`config.mk`:
```
export PLATFORM = sky130hd
export DESIGN_NAME = sp_sync_fifo
export DESIGN_NICKNAME = d
export VERILOG_FILES = /design/src/rtl/sp_sync_fifo.sv
export SDC_FILE = /design/constraint.sdc
export NUM_CORES = 1
export LEC_CHECK = 0
export CORE_MARGIN = 10
export CORE_UTILIZATION = 45
export CTS_CLUSTER_DIAMETER = 200
export DETAILED_ROUTE_END_ITERATION = 8
export DONT_BUFFER_PORTS = 1
export HOLD_SLACK_MARGIN = 0.05
export PLACE_DENSITY = 0.67
export SLEW_MARGIN = 20
export SYNTH_ARGS = -nofsm -noshare
export SYNTH_HDL_FRONTEND = slang
export SYNTH_SLANG_ARGS = --single-unit
```
`constraint.sdc`:
```
create_clock -name clk -period 2.9 [get_ports clk]
set_input_delay 0.145 -clock clk [delete_from_list [all_inputs] [get_ports clk]]
set_output_delay 0.145 -clock clk [all_outputs]
set_load 0.005 [all_outputs]
```
`src/rtl/sp_sync_fifo.sv`:
```
// sp_sync_fifo: single-clock FIFO (DEPTH x DATA_W) with registered read data.
// Define SP_FIFO_ERR_EN to add sticky overflow/underflow outputs.
module sp_sync_fifo #(
    parameter int  DATA_W = 8,
    parameter int  DEPTH  = 16,
    localparam int ADDR_W = $clog2(DEPTH)
) (
    input  logic              clk,
    input  logic              rst,
    input  logic              wr_en,
    input  logic [DATA_W-1:0] din,
    input  logic              rd_en,
    output logic [DATA_W-1:0] dout,
    output logic              full,
    output logic              empty,
`ifdef SP_FIFO_ERR_EN
    output logic              overflow,
    output logic              underflow,
`endif
    output logic [ADDR_W:0]   count
);

    localparam int CNT_W = ADDR_W + 1;

    logic [DATA_W-1:0] mem [DEPTH];
    logic [ADDR_W-1:0] wr_addr_count;
    logic [ADDR_W-1:0] rd_addr_count;
    logic              wr_ok;
    logic              rd_ok;

    // Flags come from the occupancy counter, never from pointer equality.
    assign full  = (count == CNT_W'(DEPTH));
    assign empty = (count == '0);
    assign wr_ok = wr_en & ~full;
    assign rd_ok = rd_en & ~empty;

    // Storage is deliberately not reset.
    always_ff @(posedge clk) begin
        if (wr_ok)
            mem[wr_addr_count] <= din;
    end

    always_ff @(posedge clk or posedge rst) begin
        if (rst) begin
            wr_addr_count <= '0;
            rd_addr_count <= '0;
            dout          <= '0;
            count         <= '0;
        end else begin
            if (wr_ok)
                wr_addr_count <= wr_addr_count + ADDR_W'(1);
            if (rd_ok) begin
                dout          <= mem[rd_addr_count];
                rd_addr_count <= rd_addr_count + ADDR_W'(1);
            end
            if (wr_ok && !rd_ok)
                count <= count + CNT_W'(1);
            else if (rd_ok && !wr_ok)
                count <= count - CNT_W'(1);
        end
    end

`ifdef SP_FIFO_ERR_EN
    always_ff @(posedge clk or posedge rst) begin
        if (rst) begin
            overflow  <= 1'b0;
            underflow <= 1'b0;
        end else begin
            if (wr_en && full)
                overflow <= 1'b1;
            if (rd_en && empty)
                underflow <= 1'b1;
        end
    end
`endif

endmodule

```
# --- Word-level counts from Yosys, hierarchy flattened ---
# Memories as Yosys holds them, arrays and structs flattened. A register that Yosys moved wholly into a read port is not among the register bits.
# Cells that the tools add are included.
word_totals:
  register_bits: 13
  inputBits: 12
  memories: 1
  out_inout_bits: 15
  word_cells: 23
  mem_bits_rw: 128
op_classes:
  addsub: 4
  n_reduce_logical: 6
  eq_ne: 1
  bitwise_logic: 4
  n_mux: 4
memory_table:
  columns: ["name", "words", "word_bits", "rd", "rd_clocked_by_memory_dff", "wr", "line_no", "source"]
  rows:
  - ["mem", 16, 8, 1, 1, 1, "25", "logic [DATA_W-1:0] mem [DEPTH];"]
ops:
  columns: ["operator", "count"]
  rows:
  - ["two-way mux 5 bit", 2]
  - ["adder 4 x 1 -> 4 bit (second input constant)", 2]
  - ["adder 5 x 1 -> 5 bit (second input constant)", 1]
  - ["== test 5 bit (second input constant)", 1]
  - ["zero test 5 bit", 1]
  - ["subtractor 5 x 1 -> 5 bit (second input constant)", 1]
  - ["bitwise AND 1 bit", 2]
  - ["logical AND 1 bit", 2]
  - ["zero test 1 bit", 2]
  - ["two-way mux 1 bit", 2]
  - ["inverter 1 bit", 2]
  - ["nonzero test 2 bit", 1]

# --- Depth between registers and ports, before layout ---
# Gate-level depths: netlist of run 1.
logic_depth:
  ltp_word: 7
  depth_mapped: 10
  ltp_nobuf: 9

# --- Worst setup path after synthesis of run 1 ---
# No wires, ideal clock.
synth_path:
  kind: "register -> register"
  from: "register count[0]"
  to: "register count[4]"
  synth_period_minus_slack_ps: 2752
  path_buffers: 1
  required_ps: 2820
  setup_slack_ps: 148
  t_arrival_ps: 2672
  stages_incl_launch_ff: 11
  setup_ps: 80
  path_cell_list: "dfrtp_1 > or4_1 > o21ai_1 > buf_2 > ha_1 > inv_1 > fa_1 > a21o_1 > a21oi_1 > mux2i_1 > xnor2_1"
synth_via:
  elab_chain_len: 6
  elab_cells_between_ends: 15
  classes_between: "2 x add/sub; 1 x eq/ne; 2 x mux; 4 x bitwise; 6 x reduce/logical"
synth_lines:
  columns: ["item", "line_no", "source"]
  rows:
  - ["start, declared", "20", "output logic [ADDR_W:0] count"]
  - ["start signal, assigned", "57", "count <= count + CNT_W'(1);"]
  - ["start signal, assigned", "59", "count <= count - CNT_W'(1);"]
  - ["branches (longest 6 deep; another with subtractor 5 x 1 -> 5 bit)", null, null]
# Parallel ways; which one is timed is not known. The select of a mux whose other input is x is not followed.
# A chain may end at the register's enable or synchronous reset.

# --- Worst setup path after layout of run 1 ---
layout_path:
  from: "register count[2]"
  to: "register count[4]"
# The elaborated chain is that of the path after synthesis.

==> results of run 1 <==
-- per-layer routing --
metal  vias up  track usage (%)  wire (um)
li1       1271                -          -
met1      1420             16.1       4590
met2        85             20.2       5180
met3        12             4.64        776
met4         0             5.44        195
met5         -                0          0
-- cells in the mapped netlist (2+ instances only) --
cell	instances	share of area [%]
mux2_2	3	0.57
edfxtp_1	128	65
dfrtp_1	21	8.9
nand2_1	8	0.51
nor2_1	17	1.1
a211oi_1	7	0.89
a21o_1	9	1.1
ha_1	9	1.9
mux2i_1	8	1.4
buf_1	2	0.13
o22ai_1	7	0.74
nand2b_1	3	0.32
xnor2_1	7	1.0
xor2_1	3	0.44
inv_1	5	0.32
nor3_1	4	0.34
buf_2	8	0.68
clkbuf_1	4	0.25
mux4_2	33	13
o21ai_0	3	0.25
buf_4	2	0.25
a21oi_1	2	0.17
-- path summary, 6_finish.rpt --
| path | cells past startpoint | startpoint | slack [ns] | to |
|---|---|---|---|---|
| worst min register to register | 1 | dout[6] | 0.52 | dout[6] |
| worst max register to register | 9 | count[2] | 0.23 | count[4] |
| max in group asynchronous | 2 | rst | 2.06 | count[0] |
| worst max-delay path | 9 | count[2] | 0.23 | count[4] |
| worst min-delay path | 3 | wr_en | 0.19 | wr_addr_count[0] |
| min in group asynchronous | 2 | rst | 0.33 | rd_addr_count[2] |
-- power by group through the flow --
stage | clock network [W] | logic [W] | registers (W)
2_1_floorplan | 0 | 0.00144 | 0.00284
3_3_place_gp | 0 | 0.00173 | 0.00300
3_5_place_dp | 0 | 0.00177 | 0.00302
4_1_cts | 0.00211 | 0.00181 | 0.00298
5_1_grt | 0.00221 | 0.00197 | 0.00302
6_report | 0.00207 | 0.00178 | 0.00297
-- stage by stage --
step	std cells	setup WS [ns]
CTS	515	0.210
detailed placement	474	0.212
finish	518	0.231
global route	516	0.0410
floorplan	302	0.148
global placement	474	0.308
-- cell usage in the layout, fill, tap and decap left out, types with 4 or more instances in the layout --
cell           instances
a21o_1                 9
buf_4                 16
mux4_2                33
o22ai_1                7
nand2_1                8
clkinv_2               5
mux2i_1                8
inv_1                  5
edfxtp_1             128
dfrtp_1               21
clkbuf_1               4
nor3_1                 4
a211oi_1               7
clkbuf_16             17
ha_1                   9
dlygate4sd3_1          9
nor2_1                17
xnor2_1                7
-- flip-flops by register name, summed over array words and instances (netlist names) --
signal and cells:
rd_addr_count 4, dout 8, mem 128, wr_addr_count 4, count 5
-- layout make-up --
type,count,share of cell area [%]
inverters,5,0.275
repair buffers,25,3.08
diodes,3,0.110
multi-input cells,132,21.2
clock inverters,10,1.59
clock buffers,22,6.65
well taps,172,3.15
flip-flops and latches,149,63.9
-- kinds of logic after synthesis --
group | count (synthesis)
flops | 149
simple gates | 38
mux | 44
buf+inv | 21
xor+xnor | 10
compound gates | 30
fa+ha+maj | 10
-- worst min-delay path, cell delays in order --
cell and delay, ns:
a21boi_1 0.13, buf_4 0.17, xnor2_1 0.12
==> flow_summary.toml, run 1 <==
[outcome]
status = "complete, no violations"

[cells_and_area]
num-nets-final = 352
drive_gt1_share_pct = 23.6
seq_area_sq_um = 4370
area_delta_synth_final_pct = 15.5
final_core_util_pct = 53.7
fillers = 1026
final_area_sq_um = 6830
multiInputGateArea_sq_um = 1450

[clock_tree]
cts_buffer_depth = 2
cts_tree = "built"
tritoncts.num_buffers = 17
cts-root-buf = "clkbuf_16"
holdBufCountCts = 9
cts_max_level = 4
path_clk_slew_ns = 0.06
cts_sinks = 149
post_cts_buffers = 0
clk_latency_ns = 0.41
cts_resized = 0

[placement]
gp_congestion = 0.747
portBuffers = 0
dpl_cell_area_sq_um = 6170
hpwl_um = 7110

[synthesis]
synth-warning-count = 0
syn-cell-area_sq_um = 5910
synth_cell_types = 31
synth.yosys.seq_area_share_pct = 73.9
synth.mux.area_fraction_pct = 14.5
synth-xor-area-share_pct = 1.48
synth_top_family_by_area = "multiplexers"
async_flop_share_pct = 14.1
syn_area_per_cell_sq_um = 19.6
netlist_instances = 302
synth-edff-count = 128
synth_fa_ha_area_share_pct = 2.24
syn-num-nets = 324
ys_seq_elements = 149
synth-compound-area-share_pct = 3.41
synth_flop_cell = "edfxtp_1"
synth-simple-area-share_pct = 2.88

[global_route]
antenna_found_initial = 3
track_usage_pct = 13.0
grt_max_degree = 26
gr-total-overflow = 0
grt_pass1_vias = 3001
grt_pass1_wl_um = 17500

[power]
switching_share_pct = 28.9
combinationalPowerShare_pct = 26.1
power.internal_w = 0.00485
switchingPower_w = 0.00197
ir_worst_vdd_uv = 436
p_seq_share_pct = 43.5
power.leakage_nw = 2.34
power_w = 0.00682
power_density_nw_per_um2 = 998
clkPwrFrac_pct = 30.4

[setup_path]
path_cells = "or4_1, o21ai_1, ha_1, inv_1, fa_1, a21o_1, a21oi_1, mux2i_1, xnor2_1"
cp.required_ns = 3.23
cp_max_fo = 5
cp_top_family = "adder cells"
slowest_stage = "or4_1"
arrival_ns = 3.00
startpoint_type = "flop"
critPathBufInv = 1
worstSetupEndpointType = "flop"
crit_type = "reg2reg"
cpPeakStageDelay_ns = 0.51

[timing]
fin_crit_ns = 2.67
rsz0062_at_grt = "false"
relSlewSlack_pct = 38.7
finalCritPeriodShare_pct = 92.0
tns_ns = 0
worst_pin_slew_ns = 0.916
hold_ws_ns = 0.194
setup_viol = 0
fmax_mhz = 375
skew_ns = 0.00778
hold_viol_final = 0
finalMaxSlewViolations = 0

[routing]
drt-initial-drc-count = 269
ant_nets = 0
post_drt_wl_per_cell_um = 20.7
drc = 0
viasPerCell = 5.38
first_pass_iters = 4
vias = 2788
wl_um = 10700

[floorplan]
initial_core_util_pct = 46.5
die_w_um = 135
io_pins = 27
fp.dieArea_sq_um = 18100
core.rowCount = 41
die_h_um = 135
core_area_sq_um = 12700

[worst_hold_path]
hp-class = "in2reg"

[flow_run]
cap_violations = 0
No activity file was read; power rests on OpenSTA's default activity.
==> run 2: changes to the inputs <==
CORE_UTILIZATION = 55   (was 45)
PLACE_DENSITY = 0.78   (was 0.67)
==> run 2 against run 1 <==
Against the previous run:
- critical path depth stayed put
- core utilization is 11 points higher
- total power down 0.82%
- wire length rose by 3.6%
- clock skew up 0.0074 ns
- clock power fell by 3%
- global-route usage increased by 2.8 points
- non-clock buffer count down 1
- fmax decreased by 2.5%
- hold slack worse by 0.093 ns
- worst setup slack lost 0.070 ns
==> flow_summary.toml, run 2 (same netlist as run 1, synthesis figures left out) <==
[outcome]
status = "complete, no violations"

[timing]
finalCritPeriodShare_pct = 94.4
fin_crit_ns = 2.74
finalMaxSlewViolations = 0
skew_ns = 0.0152
relSlewSlack_pct = 41.3
hold_viol_final = 0
tns_ns = 0
worst_pin_slew_ns = 0.878
hold_ws_ns = 0.101
fmax_mhz = 365
setup_slack_ns = 0.162
setup_viol = 0
rsz0062_at_grt = "false"

[global_route]
gr-total-overflow = 0
gr-usage-met1_pct = 20.1
grt_max_degree = 35
antenna_found_initial = 1
groute.layer.met3.usage_pct = 5.11
top_usage_layer = "met2"
track_usage_pct = 15.8
grt_pass1_vias = 2999
grt_pass1_wl_um = 17400
met2_usage_pct = 25.1

[power]
ir_worst_vdd_uv = 731
p_seq_share_pct = 44.1
switchingPower_w = 0.00199
clkPwrFrac_pct = 29.6
combinationalPowerShare_pct = 26.3
power.leakage_nw = 2.32
power.internal_w = 0.00477
switching_share_pct = 29.4
power_density_nw_per_um2 = 1000

[routing]
drc = 0
wl_um = 11100
first_pass_iters = 4
drt-initial-drc-count = 342
ant_nets = 0
viasPerCell = 5.88
vias = 2809
post_drt_wl_per_cell_um = 23.3

[floorplan]
core_area_sq_um = 10400
die_w_um = 124
initial_core_util_pct = 56.8
core.rowCount = 37
io_pins = 27
fp.dieArea_sq_um = 15300
die_h_um = 124

[cells_and_area]
reg.largest.list = "mem: 128 flops, dout: 8 flops, count: 5 flops"
final_area_sq_um = 6760
fillers = 684
seq_area_sq_um = 4370
final_cells = 478
final_cell_mix = "edfxtp_1 (128), mux4_2 (33), dfrtp_1 (20)"
area_delta_synth_final_pct = 14.3
antenna_cells = 0
final_common_cell = "edfxtp_1"
num-nets-final = 351
largest_register = "mem"
drive_gt1_share_pct = 23.1
largest_reg_flops = 128
multiInputGateArea_sq_um = 1460

[placement]
hpwl_um = 6930
dp.cells = 436
gp_congestion = 0.786
place_ws_ns = 0.152
portBuffers = 0
dpl_cell_area_sq_um = 6110

[clock_tree]
cts_buffer_depth = 2
tritoncts.num_buffers = 17
cts_max_level = 4
cts_sinks = 149
path_clk_slew_ns = 0.06
cts_tree = "built"
clk_latency_ns = 0.52
cts-root-buf = "clkbuf_8"
post_cts_buffers = 0

[flow_run]
cap_violations = 0

[setup_path]
arrival_ns = 3.17
cp.required_ns = 3.33
startpoint_type = "flop"
crit_type = "reg2reg"
r2r_setup_slack_ns = 0.16
cp_max_fo = 6
worstSetupEndpointType = "flop"

[worst_hold_path]
hp-class = "in2reg"
## run 2: cell types whose count changed in the layout (fill, tap and decap cells not counted), moves of 2 or more
cell / change
diode_2: -3
buf_4: -2
clkinv_1: +4
clkinv_2: -2
## run 2: final timing paths
check,from,endpoint,cells after the start
hold reg to reg,dout[2],dout[2],1
max in group asynchronous,rst,count[1],2
setup reg to reg,count[1],count[4],9
hold / removal,wr_en,wr_addr_count[0],3
min in group asynchronous,rst,rd_addr_count[0],2
setup / recovery,count[1],count[4],9
## run 2: worst max-delay path: stages, from the launching register on
cell and delay (ns):
dfrtp_2 0.45, or4_1 0.57, o21ai_2 0.16, ha_1 0.18, inv_1 0.11, fa_1 0.42, a21o_1 0.21, a21oi_2 0.17
mux2i_1 0.25, xnor2_1 0.14
## run 2: power by group through the flow
stage | combinational (W) | clock [W] | sequential [W]
final | 0.00178 | 0.00200 | 0.00298
after global routing | 0.00194 | 0.00213 | 0.00304
after CTS | 0.00179 | 0.00203 | 0.00299
after detailed placement | 0.00173 | 0 | 0.00304
after global placement | 0.00168 | 0 | 0.00301
after floorplan | 0.00144 | 0 | 0.00284
## run 2: cell type report
type,instances,area share (%)
sequential,149,64.7
clock buffer,20,6.29
multi-input combinational,132,21.5
timing repair buffer,24,3.04
inverter,5,0.278
tap,136,2.52
clock inverter,12,1.67
## run 2: repair_timing
item                                    CTS  global route
endpoints found under the setup margin    0             1
gates resized for setup                   0             3
hold buffers                              9             1
endpoints found under the hold margin   149             1
## run 2: metal layers
metal / part of all wire, % / vias up
met2: 51 / 106
met4: 0.71 / 2
met3: 8.0 / 9
met5: 0.12 / -
li1: - / 1265
met1: 40 / 1427
## run 2: stage by stage
| step | power (W) | util (%) |
|---|---|---|
| after floorplan | 0.00429 | - |
| after global placement | 0.00469 | 58.7 |
| after detailed placement | 0.00477 | 58.7 |
| after CTS | 0.00681 | 64.7 |
| after global routing | 0.00711 | 64.9 |
| final | 0.00676 | 64.9 |
==> run 3: changes to the inputs <==
PLACE_DENSITY = 0.84   (was 0.78)
==> run 3 against run 2 <==
Against the previous run:
- sequential power hardly changed
- sequential share of layout area is 0.32 points lower
- count of clock-buffer cells in the layout is 3 higher
- worst setup slack better by 0.039 ns
- die area stayed put
- cell area is 0.46% higher
- register-to-register slack better by 0.04 ns
==> flow_summary.toml, run 3 (same netlist as run 1, synthesis figures left out) <==
[cells_and_area]
final_common_cell = "edfxtp_1"
reg.largest.list = "mem: 128 flops, dout: 8 flops, count: 5 flops"
num-nets-final = 351
drive_gt1_share_pct = 24.0
largest_reg_flops = 128
fillers = 653
area_delta_synth_final_pct = 14.8
largest_register = "mem"
final_cell_mix = "edfxtp_1 (128), mux4_2 (33), dfrtp_1 (21)"

[floorplan]
initial_core_util_pct = 56.8
die_w_um = 124
io_pins = 27
core_area_sq_um = 10400
core.rowCount = 37
die_h_um = 124
fp.dieArea_sq_um = 15300

[setup_path]
r2r-start = "count[2]"
arrival_ns = 3.15
cp.required_ns = 3.35
crit_type = "reg2reg"
r2r_setup_slack_ns = 0.20
reg2reg_depth = 9
r2r_end = "count[4]"
worstSetupEndpointType = "flop"
cp_max_fo = 5
startpoint_type = "flop"

[timing]
setup_viol = 0
worst_pin_slew_ns = 0.885
hold_viol_final = 0
fin_crit_ns = 2.70
rsz0062_at_grt = "false"
fmax_mhz = 370
tns_ns = 0
skew_ns = 0.00681
finalCritPeriodShare_pct = 93.1
finalMaxSlewViolations = 0
relSlewSlack_pct = 40.8

[clock_tree]
cts_tree = "built"
cts_max_level = 4
cts-root-buf = "clkbuf_8"
cts_resized = 0
post_cts_buffers = 0
cts_buffer_depth = 2
tritoncts.num_buffers = 17
clk_latency_ns = 0.52
path_clk_slew_ns = 0.06
cts_sinks = 149

[routing]
ant_nets = 0
drt-initial-drc-count = 303
viasPerCell = 5.99
vias = 2868
post_drt_wl_per_cell_um = 23.8
first_pass_iters = 4
drc = 0
wl_um = 11400

[flow_run]
cap_violations = 0

[power]
ir_worst_vdd_uv = 728
power_density_nw_per_um2 = 1010
power_w = 0.00684
power.leakage_nw = 2.35

[worst_hold_path]
hold_end = "rd_addr_count[0]"
hold_path_depth = 3
worstHoldStart = "rd_en"
hp-class = "in2reg"

[placement]
portBuffers = 0
hpwl_um = 7280
gp_congestion = 0.796

[global_route]
grt_max_degree = 35
grt_pass1_wl_um = 17600
antenna_found_initial = 1
track_usage_pct = 16.1
grt_pass1_vias = 3083
gr-total-overflow = 0

[outcome]
status = "complete, no violations"
==> run 3: changes by cell type in the layout (fill, tap and decap cells not counted), sizes merged <==
| cell | previous run | this run |
|---|---|---|
| inv | 5 | 6 |
| clkbuf | 20 | 23 |
| buf | 14 | 15 |
| dlygate4sd3 | 10 | 9 |
| diode | 0 | 1 |
| bufinv | 2 | 0 |
| clkinvlp | 3 | 1 |
==> run 3: per-stage QoR <==
step / hold WS, ns / setup WS, ns / utilization, % / instance area, sq um / instances
detailed placement: 0.245 / 0.215 / 58.9 / 6130 / 437
floorplan: 0.122 / 0.148 / - / 5910 / 302
global placement: 0.244 / 0.290 / 58.9 / 6130 / 437
global route: 0.0778 / 0.0545 / 65.2 / 6790 / 478
CTS: 0.0511 / 0.190 / 65.2 / 6790 / 478
finish: 0.0763 / 0.200 / 65.2 / 6790 / 479
==> run 3: how the worst max path moves through the flow <==
stage,end,startpoint
6_report,count[4],count[2]
5_1_grt,count[4],count[2]
4_1_cts,count[4],count[2]
3_5_place_dp,count[4],count[2]
3_3_place_gp,count[4],count[2]
2_1_floorplan,count[4],count[0]
==> run 3: power breakdown <==
group	switching (W)	internal [W]	leakage, nW	total [W]
clock network	0.000840	0.00120	0.279	0.00204
logic	0.000901	0.000925	0.664	0.00183
registers	0.000300	0.00267	1.41	0.00297
==> run 3: cell type report <==
cell class | count | area, sq um | area share (%)
Multi-Input combinational cell | 132 | 1450 | 21.3
Antenna cell | 1 | 2.50 | 0.0369
Clock inverter | 9 | 66.3 | 0.977
Clock buffer | 23 | 499 | 7.35
Inverter | 5 | 18.8 | 0.276
Sequential cell | 149 | 4370 | 64.3
Timing Repair Buffer | 24 | 215 | 3.17
Tap cell | 136 | 170 | 2.51
==> run 3: timing repair <==
item / in CTS / in global routing
setup endpoints to repair: 0 / 0
endpoints found under the hold margin: 149 / 0
hold buffers: 9 / 0
==> run 3: worst max-delay path, cell delays in order, from the launching register on <==
cell	delay [ns]
dfrtp_1	0.45
or4_1	0.53
o21ai_1	0.19
ha_1	0.21
inv_1	0.12
fa_1	0.41
a21o_1	0.19
a21oi_1	0.17
mux2i_1	0.23
xnor2_1	0.13
==> run 3: layer usage <==
layer / part of all wire, % / GRT usage (%) / vias to the layer above
met5: 0 / 0 / -
met4: 1.9 / 7.57 / 0
met3: 6.0 / 4.66 / 21
met2: 52 / 26.2 / 97
met1: 40 / 19.6 / 1489
li1: - / - / 1261
